<file path="src/rtl/pipe_controller.sv">
// pipe_controller
//   Control path for a 5-stage RV32I core (IF/ID/EX/MEM/WB).
//   The instruction sitting in the IF/ID register is decoded in ID. Its
//   control fields then travel through the ID->EX, EX->MEM and MEM->WB
//   stage registers. Branches resolve in EX. Load-use and RAW hazards are
//   detected in ID. Forwarding selects are produced for the EX operands.
//
// Ports
//   clk, rst            clock; asynchronous active-high reset
//   inst_d, valid_d     instruction held in IF/ID and its valid flag
//   BrEq, BrLT          EX-stage comparator results
//   ImmSel_d            immediate format for the ID instruction
//   BrUn_e .. FwdB_e    EX-stage controls (branch compare, ALU, PC redirect, forwarding)
//   MemRW_m, Size_m     MEM-stage data-memory controls
//   WBSel_w, RegWEn_w,
//   rd_w                WB-stage writeback controls
//   stall_f, stall_d,
//   flush_d             front-end hold / bubble controls
module pipe_controller #(
  parameter int DWIDTH = 32,
  parameter int AWIDTH = 32,
  parameter int FWD_EN = 1
) (
  input  logic              clk,
  input  logic              rst,
  input  logic [DWIDTH-1:0] inst_d,
  input  logic              valid_d,
  input  logic              BrEq,
  input  logic              BrLT,
  output logic [2:0]        ImmSel_d,
  output logic              BrUn_e,
  output logic              ASel_e,
  output logic              BSel_e,
  output logic [3:0]        ALUSel_e,
  output logic              PCSel_e,
  output logic [1:0]        FwdA_e,
  output logic [1:0]        FwdB_e,
  output logic              MemRW_m,
  output logic [2:0]        Size_m,
  output logic [1:0]        WBSel_w,
  output logic              RegWEn_w,
  output logic [4:0]        rd_w,
  output logic              stall_f,
  output logic              stall_d,
  output logic              flush_d
);

  localparam logic [4:0] OP_R      = 5'b01100;
  localparam logic [4:0] OP_R32    = 5'b01110;
  localparam logic [4:0] OP_LOAD   = 5'b00000;
  localparam logic [4:0] OP_IMM    = 5'b00100;
  localparam logic [4:0] OP_IMM32  = 5'b00110;
  localparam logic [4:0] OP_JALR   = 5'b11001;
  localparam logic [4:0] OP_STORE  = 5'b01000;
  localparam logic [4:0] OP_BRANCH = 5'b11000;
  localparam logic [4:0] OP_AUIPC  = 5'b00101;
  localparam logic [4:0] OP_LUI    = 5'b01101;
  localparam logic [4:0] OP_JAL    = 5'b11011;

  // True when a producer's rd is a register actually read by a consumer.
  function automatic logic rs_hit(input logic [4:0] rd, input logic [4:0] rs1,
                                  input logic [4:0] rs2, input logic use1,
                                  input logic use2);
    rs_hit = (use1 & (rs1 == rd)) | (use2 & (rs2 == rd));
  endfunction

  // ---------------------------------------------------------------- ID decode
  logic [31:0] inst_s;
  logic [4:0]  opcode_s;
  logic [2:0]  func3_s;
  logic [4:0]  rd_s;
  logic [4:0]  rs1_s;
  logic [4:0]  rs2_s;

  assign inst_s   = inst_d[31:0];
  assign opcode_s = inst_s[6:2];
  assign func3_s  = inst_s[14:12];
  assign rd_s     = inst_s[11:7];
  assign rs1_s    = inst_s[19:15];
  assign rs2_s    = inst_s[24:20];

  // Bits that carry no control information, gathered to document that they are ignored.
  logic unused_s;
  assign unused_s = ^{inst_s[31], inst_s[29:25], inst_s[1:0], (AWIDTH > 0)};

  logic is_r_s, is_load_s, is_imm_s, is_jalr_s, is_store_s;
  logic is_branch_s, is_auipc_s, is_lui_s, is_jal_s;

  // Opcode class decode.
  always_comb begin
    is_r_s      = 1'b0;
    is_load_s   = 1'b0;
    is_imm_s    = 1'b0;
    is_jalr_s   = 1'b0;
    is_store_s  = 1'b0;
    is_branch_s = 1'b0;
    is_auipc_s  = 1'b0;
    is_lui_s    = 1'b0;
    is_jal_s    = 1'b0;
    case (opcode_s)
      OP_R, OP_R32:     is_r_s      = 1'b1;
      OP_LOAD:          is_load_s   = 1'b1;
      OP_IMM, OP_IMM32: is_imm_s    = 1'b1;
      OP_JALR:          is_jalr_s   = 1'b1;
      OP_STORE:         is_store_s  = 1'b1;
      OP_BRANCH:        is_branch_s = 1'b1;
      OP_AUIPC:         is_auipc_s  = 1'b1;
      OP_LUI:           is_lui_s    = 1'b1;
      OP_JAL:           is_jal_s    = 1'b1;
      default:          is_r_s      = 1'b0;
    endcase
  end

  logic [2:0] imm_sel_s;
  logic [3:0] alu_sel_s;
  logic       asel_s, bsel_s, regwen_s, memrw_s;
  logic [1:0] wbsel_s;
  logic       use_rs1_s, use_rs2_s;

  // Control fields for the ID instruction.
  always_comb begin
    imm_sel_s = 3'b000;
    if (is_store_s) begin
      imm_sel_s = 3'b001;
    end else if (is_branch_s) begin
      imm_sel_s = 3'b010;
    end else if (is_auipc_s | is_lui_s) begin
      imm_sel_s = 3'b011;
    end else if (is_jal_s) begin
      imm_sel_s = 3'b100;
    end else begin
      imm_sel_s = 3'b000;
    end

    // Shift-immediates share func3=101; inst[30] separates SRAI from SRLI.
    alu_sel_s = 4'b0000;
    if (is_r_s) begin
      alu_sel_s = {inst_s[30], func3_s};
    end else if (is_imm_s) begin
      if (func3_s == 3'b101) begin
        alu_sel_s = {inst_s[30], 3'b101};
      end else begin
        alu_sel_s = {1'b0, func3_s};
      end
    end else begin
      alu_sel_s = 4'b0000;
    end

    asel_s   = is_branch_s | is_auipc_s | is_jal_s;
    bsel_s   = ~is_r_s;
    regwen_s = valid_d & ~(is_store_s | is_branch_s);
    memrw_s  = valid_d & is_store_s;

    wbsel_s = 2'b01;
    if (is_lui_s) begin
      wbsel_s = 2'b11;
    end else if (is_load_s) begin
      wbsel_s = 2'b00;
    end else if (is_jal_s | is_jalr_s) begin
      wbsel_s = 2'b10;
    end else begin
      wbsel_s = 2'b01;
    end

    use_rs1_s = ~(is_lui_s | is_auipc_s | is_jal_s);
    use_rs2_s = is_r_s | is_store_s | is_branch_s;
  end

  // ------------------------------------------------------------ stage state
  logic       valid_e_r, is_load_e_r, is_branch_e_r, is_jal_e_r, is_jalr_e_r;
  logic [2:0] func3_e_r;
  logic       asel_e_r, bsel_e_r, regwen_e_r, memrw_e_r;
  logic [3:0] alu_sel_e_r;
  logic [1:0] wbsel_e_r;
  logic [4:0] rd_e_r, rs1_e_r, rs2_e_r;

  logic       valid_m_r, regwen_m_r, memrw_m_r;
  logic [2:0] size_m_r;
  logic [1:0] wbsel_m_r;
  logic [4:0] rd_m_r;

  logic       valid_w_r, regwen_w_r;
  logic [1:0] wbsel_w_r;
  logic [4:0] rd_w_r;

  // ------------------------------------------------------- branch / hazards
  logic taken_s, pcsel_s, hazard_s, bubble_s;
  logic load_use_s, raw_e_s, raw_m_s;

  // Branch condition from the EX func3.
  always_comb begin
    taken_s = 1'b0;
    case (func3_e_r)
      3'b000:         taken_s = BrEq;
      3'b001:         taken_s = ~BrEq;
      3'b100, 3'b110: taken_s = BrLT;
      3'b101, 3'b111: taken_s = ~BrLT;
      default:        taken_s = 1'b0;
    endcase
  end

  assign pcsel_s = valid_e_r & (is_jal_e_r | is_jalr_e_r | (is_branch_e_r & taken_s));

  // Hazard detection against the older instructions in EX and MEM.
  always_comb begin
    load_use_s = valid_d & valid_e_r & is_load_e_r & (rd_e_r != 5'd0) &
                 rs_hit(rd_e_r, rs1_s, rs2_s, use_rs1_s, use_rs2_s);
    raw_e_s    = valid_d & valid_e_r & regwen_e_r & (rd_e_r != 5'd0) &
                 rs_hit(rd_e_r, rs1_s, rs2_s, use_rs1_s, use_rs2_s);
    raw_m_s    = valid_d & valid_m_r & regwen_m_r & (rd_m_r != 5'd0) &
                 rs_hit(rd_m_r, rs1_s, rs2_s, use_rs1_s, use_rs2_s);
    if (FWD_EN != 0) begin
      hazard_s = load_use_s;
    end else begin
      hazard_s = raw_e_s | raw_m_s;
    end
  end

  // Anything that must not advance from ID becomes a bubble in EX.
  assign bubble_s = ~valid_d | pcsel_s | hazard_s;

  // ID->EX stage register.
  always_ff @(posedge clk or posedge rst) begin
    if (rst) begin
      valid_e_r     <= 1'b0;
      is_load_e_r   <= 1'b0;
      is_branch_e_r <= 1'b0;
      is_jal_e_r    <= 1'b0;
      is_jalr_e_r   <= 1'b0;
      func3_e_r     <= 3'b000;
      asel_e_r      <= 1'b0;
      bsel_e_r      <= 1'b0;
      alu_sel_e_r   <= 4'b0000;
      regwen_e_r    <= 1'b0;
      memrw_e_r     <= 1'b0;
      wbsel_e_r     <= 2'b00;
      rd_e_r        <= 5'd0;
      rs1_e_r       <= 5'd0;
      rs2_e_r       <= 5'd0;
    end else if (bubble_s) begin
      valid_e_r     <= 1'b0;
      is_load_e_r   <= 1'b0;
      is_branch_e_r <= 1'b0;
      is_jal_e_r    <= 1'b0;
      is_jalr_e_r   <= 1'b0;
      func3_e_r     <= 3'b000;
      asel_e_r      <= 1'b0;
      bsel_e_r      <= 1'b0;
      alu_sel_e_r   <= 4'b0000;
      regwen_e_r    <= 1'b0;
      memrw_e_r     <= 1'b0;
      wbsel_e_r     <= 2'b00;
      rd_e_r        <= 5'd0;
      rs1_e_r       <= 5'd0;
      rs2_e_r       <= 5'd0;
    end else begin
      valid_e_r     <= 1'b1;
      is_load_e_r   <= is_load_s;
      is_branch_e_r <= is_branch_s;
      is_jal_e_r    <= is_jal_s;
      is_jalr_e_r   <= is_jalr_s;
      func3_e_r     <= func3_s;
      asel_e_r      <= asel_s;
      bsel_e_r      <= bsel_s;
      alu_sel_e_r   <= alu_sel_s;
      regwen_e_r    <= regwen_s;
      memrw_e_r     <= memrw_s;
      wbsel_e_r     <= wbsel_s;
      rd_e_r        <= rd_s;
      // Unread source fields are stored as x0 so they can never match a producer.
      rs1_e_r       <= use_rs1_s ? rs1_s : 5'd0;
      rs2_e_r       <= use_rs2_s ? rs2_s : 5'd0;
    end
  end

  // EX->MEM stage register; keeps advancing while the front end stalls.
  always_ff @(posedge clk or posedge rst) begin
    if (rst) begin
      valid_m_r  <= 1'b0;
      regwen_m_r <= 1'b0;
      memrw_m_r  <= 1'b0;
      size_m_r   <= 3'b000;
      wbsel_m_r  <= 2'b00;
      rd_m_r     <= 5'd0;
    end else begin
      valid_m_r  <= valid_e_r;
      regwen_m_r <= regwen_e_r;
      memrw_m_r  <= memrw_e_r;
      size_m_r   <= func3_e_r;
      wbsel_m_r  <= wbsel_e_r;
      rd_m_r     <= rd_e_r;
    end
  end

  // MEM->WB stage register.
  always_ff @(posedge clk or posedge rst) begin
    if (rst) begin
      valid_w_r  <= 1'b0;
      regwen_w_r <= 1'b0;
      wbsel_w_r  <= 2'b00;
      rd_w_r     <= 5'd0;
    end else begin
      valid_w_r  <= valid_m_r;
      regwen_w_r <= regwen_m_r;
      wbsel_w_r  <= wbsel_m_r;
      rd_w_r     <= rd_m_r;
    end
  end

  // ------------------------------------------------------------ forwarding
  logic [1:0] fwd_a_s, fwd_b_s;
  logic       mem_src_s, wb_src_s;

  // Operand source selects for EX; MEM is the younger result and wins over WB.
  always_comb begin
    mem_src_s = valid_m_r & regwen_m_r & (rd_m_r != 5'd0);
    wb_src_s  = valid_w_r & regwen_w_r & (rd_w_r != 5'd0);
    fwd_a_s   = 2'b00;
    fwd_b_s   = 2'b00;
    if (FWD_EN != 0) begin
      if (mem_src_s & (rd_m_r == rs1_e_r)) begin
        fwd_a_s = 2'b01;
      end else if (wb_src_s & (rd_w_r == rs1_e_r)) begin
        fwd_a_s = 2'b10;
      end else begin
        fwd_a_s = 2'b00;
      end
      if (mem_src_s & (rd_m_r == rs2_e_r)) begin
        fwd_b_s = 2'b01;
      end else if (wb_src_s & (rd_w_r == rs2_e_r)) begin
        fwd_b_s = 2'b10;
      end else begin
        fwd_b_s = 2'b00;
      end
    end else begin
      fwd_a_s = 2'b00;
      fwd_b_s = 2'b00;
    end
  end

  // ---------------------------------------------------------------- outputs
  // ImmSel_d is decoded straight from IF/ID, so it is forced low while in reset.
  assign ImmSel_d = rst ? 3'b000 : imm_sel_s;
  assign BrUn_e   = func3_e_r[2] & func3_e_r[1];
  assign ASel_e   = asel_e_r;
  assign BSel_e   = bsel_e_r;
  assign ALUSel_e = alu_sel_e_r;
  assign PCSel_e  = pcsel_s;
  assign FwdA_e   = fwd_a_s;
  assign FwdB_e   = fwd_b_s;
  assign MemRW_m  = memrw_m_r;
  assign Size_m   = size_m_r;
  assign WBSel_w  = wbsel_w_r;
  assign RegWEn_w = regwen_w_r;
  assign rd_w     = rd_w_r;
  // A redirect discards the ID instruction, so it overrides any stall.
  assign stall_f  = hazard_s & ~pcsel_s;
  assign stall_d  = hazard_s & ~pcsel_s;
  assign flush_d  = pcsel_s;

endmodule

</file>
<file path="config.mk">
export PLATFORM = sky130hd
export DESIGN_NAME = pipe_controller
export DESIGN_NICKNAME = d
export VERILOG_FILES = /design/src/rtl/pipe_controller.sv
export SDC_FILE = /design/constraint.sdc
export NUM_CORES = 1
export LEC_CHECK = 0
export ABC_AREA = 1
export CAP_MARGIN = 20
export CORE_UTILIZATION = 43
export DETAILED_ROUTE_END_ITERATION = 10
export PLACE_DENSITY = 0.75
export SLEW_MARGIN = 20
export SYNTH_ARGS = -nofsm -noshare
export SYNTH_HDL_FRONTEND = slang
export SYNTH_SLANG_ARGS = --single-unit
</file>
<file path="constraint.sdc">
create_clock -name clk -period 1.8 [get_ports clk]
set_input_delay 0.36 -clock clk [delete_from_list [all_inputs] [get_ports clk]]
set_output_delay 0.36 -clock clk [all_outputs]
set_load 0.02 [all_outputs]
</file>
# Word-level counts from Yosys, hierarchy flattened

Cells that the tools add are included.

Output and inout port bits: 30
Word-level logic and storage cells: 138
Register bits after elaboration: 55
Input port bits: 37

Equal/unequal tests: 22
Bitwise operators: 40
Reduce and logical (&&, ||, !) cells: 9
Mux-type cells: 42

Operators by type and width:

| kind               | count |
|---|---|
| $eq 5x5->1         | 6 |
| $mux 5             | 5 |
| $and 1x1->1        | 20 |
| $eq 5x4->1 const B | 4 |
| $mux 1             | 18 |
| $mux 3             | 6 |
| $mux 2             | 8 |
| $mux 4             | 4 |
| $eq 3x3->1 const B | 5 |
| $eq 5x3->1 const B | 3 |
| $eq 5x5->1 const B | 3 |
| $reduce_bool 5->1  | 3 |
| $or 1x1->1         | 13 |
| $reduce_or 2->1    | 4 |
| $not 1->1          | 7 |
| $logic_not 5->1    | 1 |
| $pmux 1 s4         | 1 |
| $eq 3x1->1 const B | 1 |
| $logic_not 3->1    | 1 |

# Depth between registers and ports, before layout

Depth after elaboration: 10
Gate-level depth with buffers: 10
Depth with buffers taken out: 9

# Worst setup path before layout

No wires, ideal clock.

Path kind: reg-to-output
Start: register rd_m_r[0]
End: output FwdA_e[1]
Arrival time: 1661 ps
Setup slack: -221 ps
Cell stages (with the launch flop): 5
Path buffers: 0
Required time: 1440 ps
Cells stage by stage: dfrtp_1 xnor2_1 nand3_1 nor4_1 nor2_1

Cells in the longest elaborated chain, start to end: 4
Elaborated cells between the ends (all ways): 5
Classes of those cells: 1 x eq/ne; 1 x mux; 2 x bitwise; 1 x reduce/logical

RTL lines:

| item                   | line | RTL |
|---|---|---|
| from (decl)            | 180  | `logic [4:0] rd_m_r;` |
| from (signal assigned) | 291  | `rd_m_r <= rd_e_r;` |
| $reduce_bool 5->1      | 316  | `mem_src_s = valid_m_r & regwen_m_r & (rd_m_r != 5'd0);` |
| $and 1x1->1            | 316  |  |
| $and 1x1->1 (*)        | 321  | `if (mem_src_s & (rd_m_r == rs1_e_r)) begin` |
| $mux 2 (*)             | 321  |  |
| to (decl)              | 36   | `output logic [1:0] FwdA_e,` |

Mark *: on every way between the ends. The rest lies on a longest branch, timed or not.

# Final worst setup path

Start: register rd_e_r[1]
End: output stall_d

Cells in the longest elaborated chain, start to end: 5
Elaborated cells between the ends (all ways): 9
Classes of those cells: 2 x eq/ne; 6 x bitwise; 1 x reduce/logical

RTL lines:

| item                   | line | RTL |
|---|---|---|
| from (decl)            | 175  | `logic [4:0] rd_e_r, rs1_e_r, rs2_e_r;` |
| from (signal assigned) | 269  | `rd_e_r <= rd_s;` |
| $eq 5x5->1             | --   |  |
| $and 1x1->1            | --   |  |
| $or 1x1->1             | --   |  |
| $and 1x1->1 (*)        | 206  | `load_use_s = valid_d & valid_e_r & is_load_e_r & (rd_e_r != 5'd0) &` |
| $and 1x1->1 (*)        | 358  | `assign stall_d = hazard_s & ~pcsel_s;` |
| to (decl)              | 44   | `output logic stall_d,` |

Marks and branches as above.

==> reports/qor.csv <==
metric;value;unit
netlist_area;2464;um^2
grt_max_degree;56;
nNetsFinal;400;
dieHeight;77.69;um
final_common_cell;dfrtp_1;
status;complete, but fails checks;
pin_count;67;
fin_crit_sh;105.6;%
clock.fmax;526.1;MHz
async_reset_ff_share;100.0;%
routed_via_density;4.544;
worstPathCellList;nor2_1 > nor2_1 > nor2_2 > nand4_2 > nand2_1 > nand2_2 > nor2_4 > buf_6;
r2r-start;rd_e_r[1];
cp-start-kind;flop;
die_width;77.69;um
setup_violations;6;
synth_warnings;0;
path_buf_inv;1;
worstPathMaxFanout;5;
grt_pass1_wl;8700;um
hold-worst-slack;359.8;ps
grtUsageTotal;18.66;%
io_buffers;58;
place_congestion;0.8403;
avgSynthCellArea;9.367;um^2
avgRoutedWirePerCell;12.47;um
antenna_found_initial;0;
drtIter0Drc;51;
synthAdderAreaFrac;0;%
crit_slowest_cell;dfrtp_2;
synth_area_leader_cell;dfrtp_1;
maxSlewViolCount;0;
cp.required;1440;ps
layout_min_cycle_time;1901;ps
ys_seq_elements;55;
start_util;44.74;%
clk_pin_slew;100;ps
numCtsBuffers;5;
cts-htree-levels;2;
rsz0062_at_grt;yes;
nFillCells;442;
worst_hold_startpoint;wbsel_e_r[0];
cp-startpoint;rd_e_r[1];
clock-sinks;55;
synth_area_leaders;dfrtp_1 56%, nand2_1 7.3%, nor2_1 6.2%;
drc;0;
synth_top_area_share;55.87;%
worst_clock_skew;10.37;ps
power_density;674.1;nW/um^2
hold_class;reg -> reg;
violations;setup timing;
p_leak;1.913;nW
cts_tree;built;
final-hold-violation-count;0;
synth_top_family_by_area;simple AND/OR/NAND/NOR gates;
synth_ff_type;dfrtp_1;
tightestPinTransition;309.4;ps
clk_latency;300;ps
drt-pass1-iter-count;4;
cp-end-kind;primary output;
utilization;66.48;%
cts_root_buf;clkbuf_8;
clock_tree.buffer_depth;2;
areaGrowthSynthToFinish;48.60;%
vias;1981;
core;5507;um^2
vdd_drop_max;0.3525;mV
num_rows;27;
synthXorXnorAreaFrac;8.177;%
synth_cells;263;
dpl.hpwl;4050;um
critPathArrivalTime;1540;ps
timing.final.ws_setup;-100.8;ps
die_area;6036;um^2
antennaDiodeCount;0;
drive_above_1_share;34.34;%
mostFrequentLayoutCells;48 x dfrtp_1, 45 x nand2_1, 41 x buf_4, 35 x inv_1, 32 x nor2_1;
cp_top_family;simple AND/OR/NAND/NOR gates;
gr-total-overflow;0;
syn-num-nets;300;
synthSimpleGateAreaFrac;24.73;%
ant_nets;0;
critical_path.max_stage_delay;450;ps
synth_edf_count;0;
yosysSeqAreaShare;55.87;%
slew_headroom;79.18;%
first_global_vias;1944;
regArea;1385;um^2
drv_cap;0;
multiInputGateArea;1077;um^2
crit_type;reg -> out;
cts_hold_buf;0;
crit_top_cell;nor2_1;
synth-compound-area-share;2.641;%
synth_cell_type_count;25;
synthMuxAreaShare;0;%
drt_wl_total;5436;um
-- layer usage --
| metal | global-route usage (%) | vias up | wire (um) |
|---|---|---|---|
| li1 | - | 1002 | - |
| met1 | 23.22 | 938 | 2376 |
| met2 | 32.92 | 35 | 2858 |
| met3 | 3.176 | 6 | 126 |
| met4 | 5.849 | 0 | 74 |
| met5 | 0 | - | 0 |
-- per-stage QoR --
stage                     setup slack [ps]  instance area, um^2  setup TNS (ps)  cells  total power (W)
after detailed placement            -814.1                 3372          -10810    423         0.001772
after floorplan                      56.00                 2479               0    263         0.001557
after global routing                -217.2                 3661           -1213    436         0.002583
after CTS                           -164.1                 3496          -601.8    433         0.002453
final                               -100.8                 3661          -334.4    436         0.002468
after global placement              -781.9                 3372           -9009    423         0.001761
-- worst register-to-register path, delay by kind of cell, from the launching register on --
family	cells	cell delay (ps)
and+or+nand+nor	8	700
DFF	1	450
buffers and inverters	3	420
-- final timing paths --
path | slack (ps) | end | cells past startpoint
worst max-delay path | -100 | stall_d | 8
max in group asynchronous | 900 | rd_e_r[3] | 4
worst min-delay path | 360 | wbsel_m_r[0] | 0
worst max register to register | 140 | rs1_e_r[4] | 11
min in group asynchronous | 640 | func3_e_r[1] | 4
worst min register to register | 360 | wbsel_m_r[0] | 0
-- state kept, by name, summed over array words and instances (netlist names), 2 cells and up --
signal     count
ALUSel_e       4
Size_m         3
WBSel_w        2
func3_e_r      3
rd_e_r         5
rd_m_r         5
rd_w           5
rs1_e_r        5
rs2_e_r        5
wbsel_e_r      2
wbsel_m_r      2
-- Yosys cell counts, types with 3 or more instances --
library cell	count
nor4_1	3
xor2_1	11
nand3_1	7
inv_2	3
inv_1	36
xnor2_1	12
o21ai_0	4
nor2_2	12
nand2_1	48
dfrtp_1	55
nand4_1	6
nor2_1	41
nor3_1	8
-- power by group --
group / switching [W] / internal (W)
clock: 0.000400 / 0.000280
sequential: 0.0000539 / 0.00129
combinational: 0.000225 / 0.000220
total: 0.000679 / 0.00179
-- area by class of cell --
cell class / count / share of cell area (%)
sequential: 55 / 37.83
timing repair buffer: 98 / 23.79
clock inverter: 3 / 0.6152
multi-input combinational: 164 / 29.43
clock buffer: 5 / 1.880
inverter: 39 / 3.999
tap: 72 / 2.461
-- timing repair --
item,CTS,global route
gates resized for setup,85,44
setup endpoints to repair,14,13
setup buffers,2,3
pin swaps,16,13
-- cell families (layout without fill, tap and decap cells) --
logic type,count (synthesis),count (layout)
and+or+nand+nor,132,132
DFF,55,55
buffers and inverters,44,145
xor gates and xnor gates,23,23
AOI/OAI and AO/OA,9,9
Power figures use the tool's default switching activity.
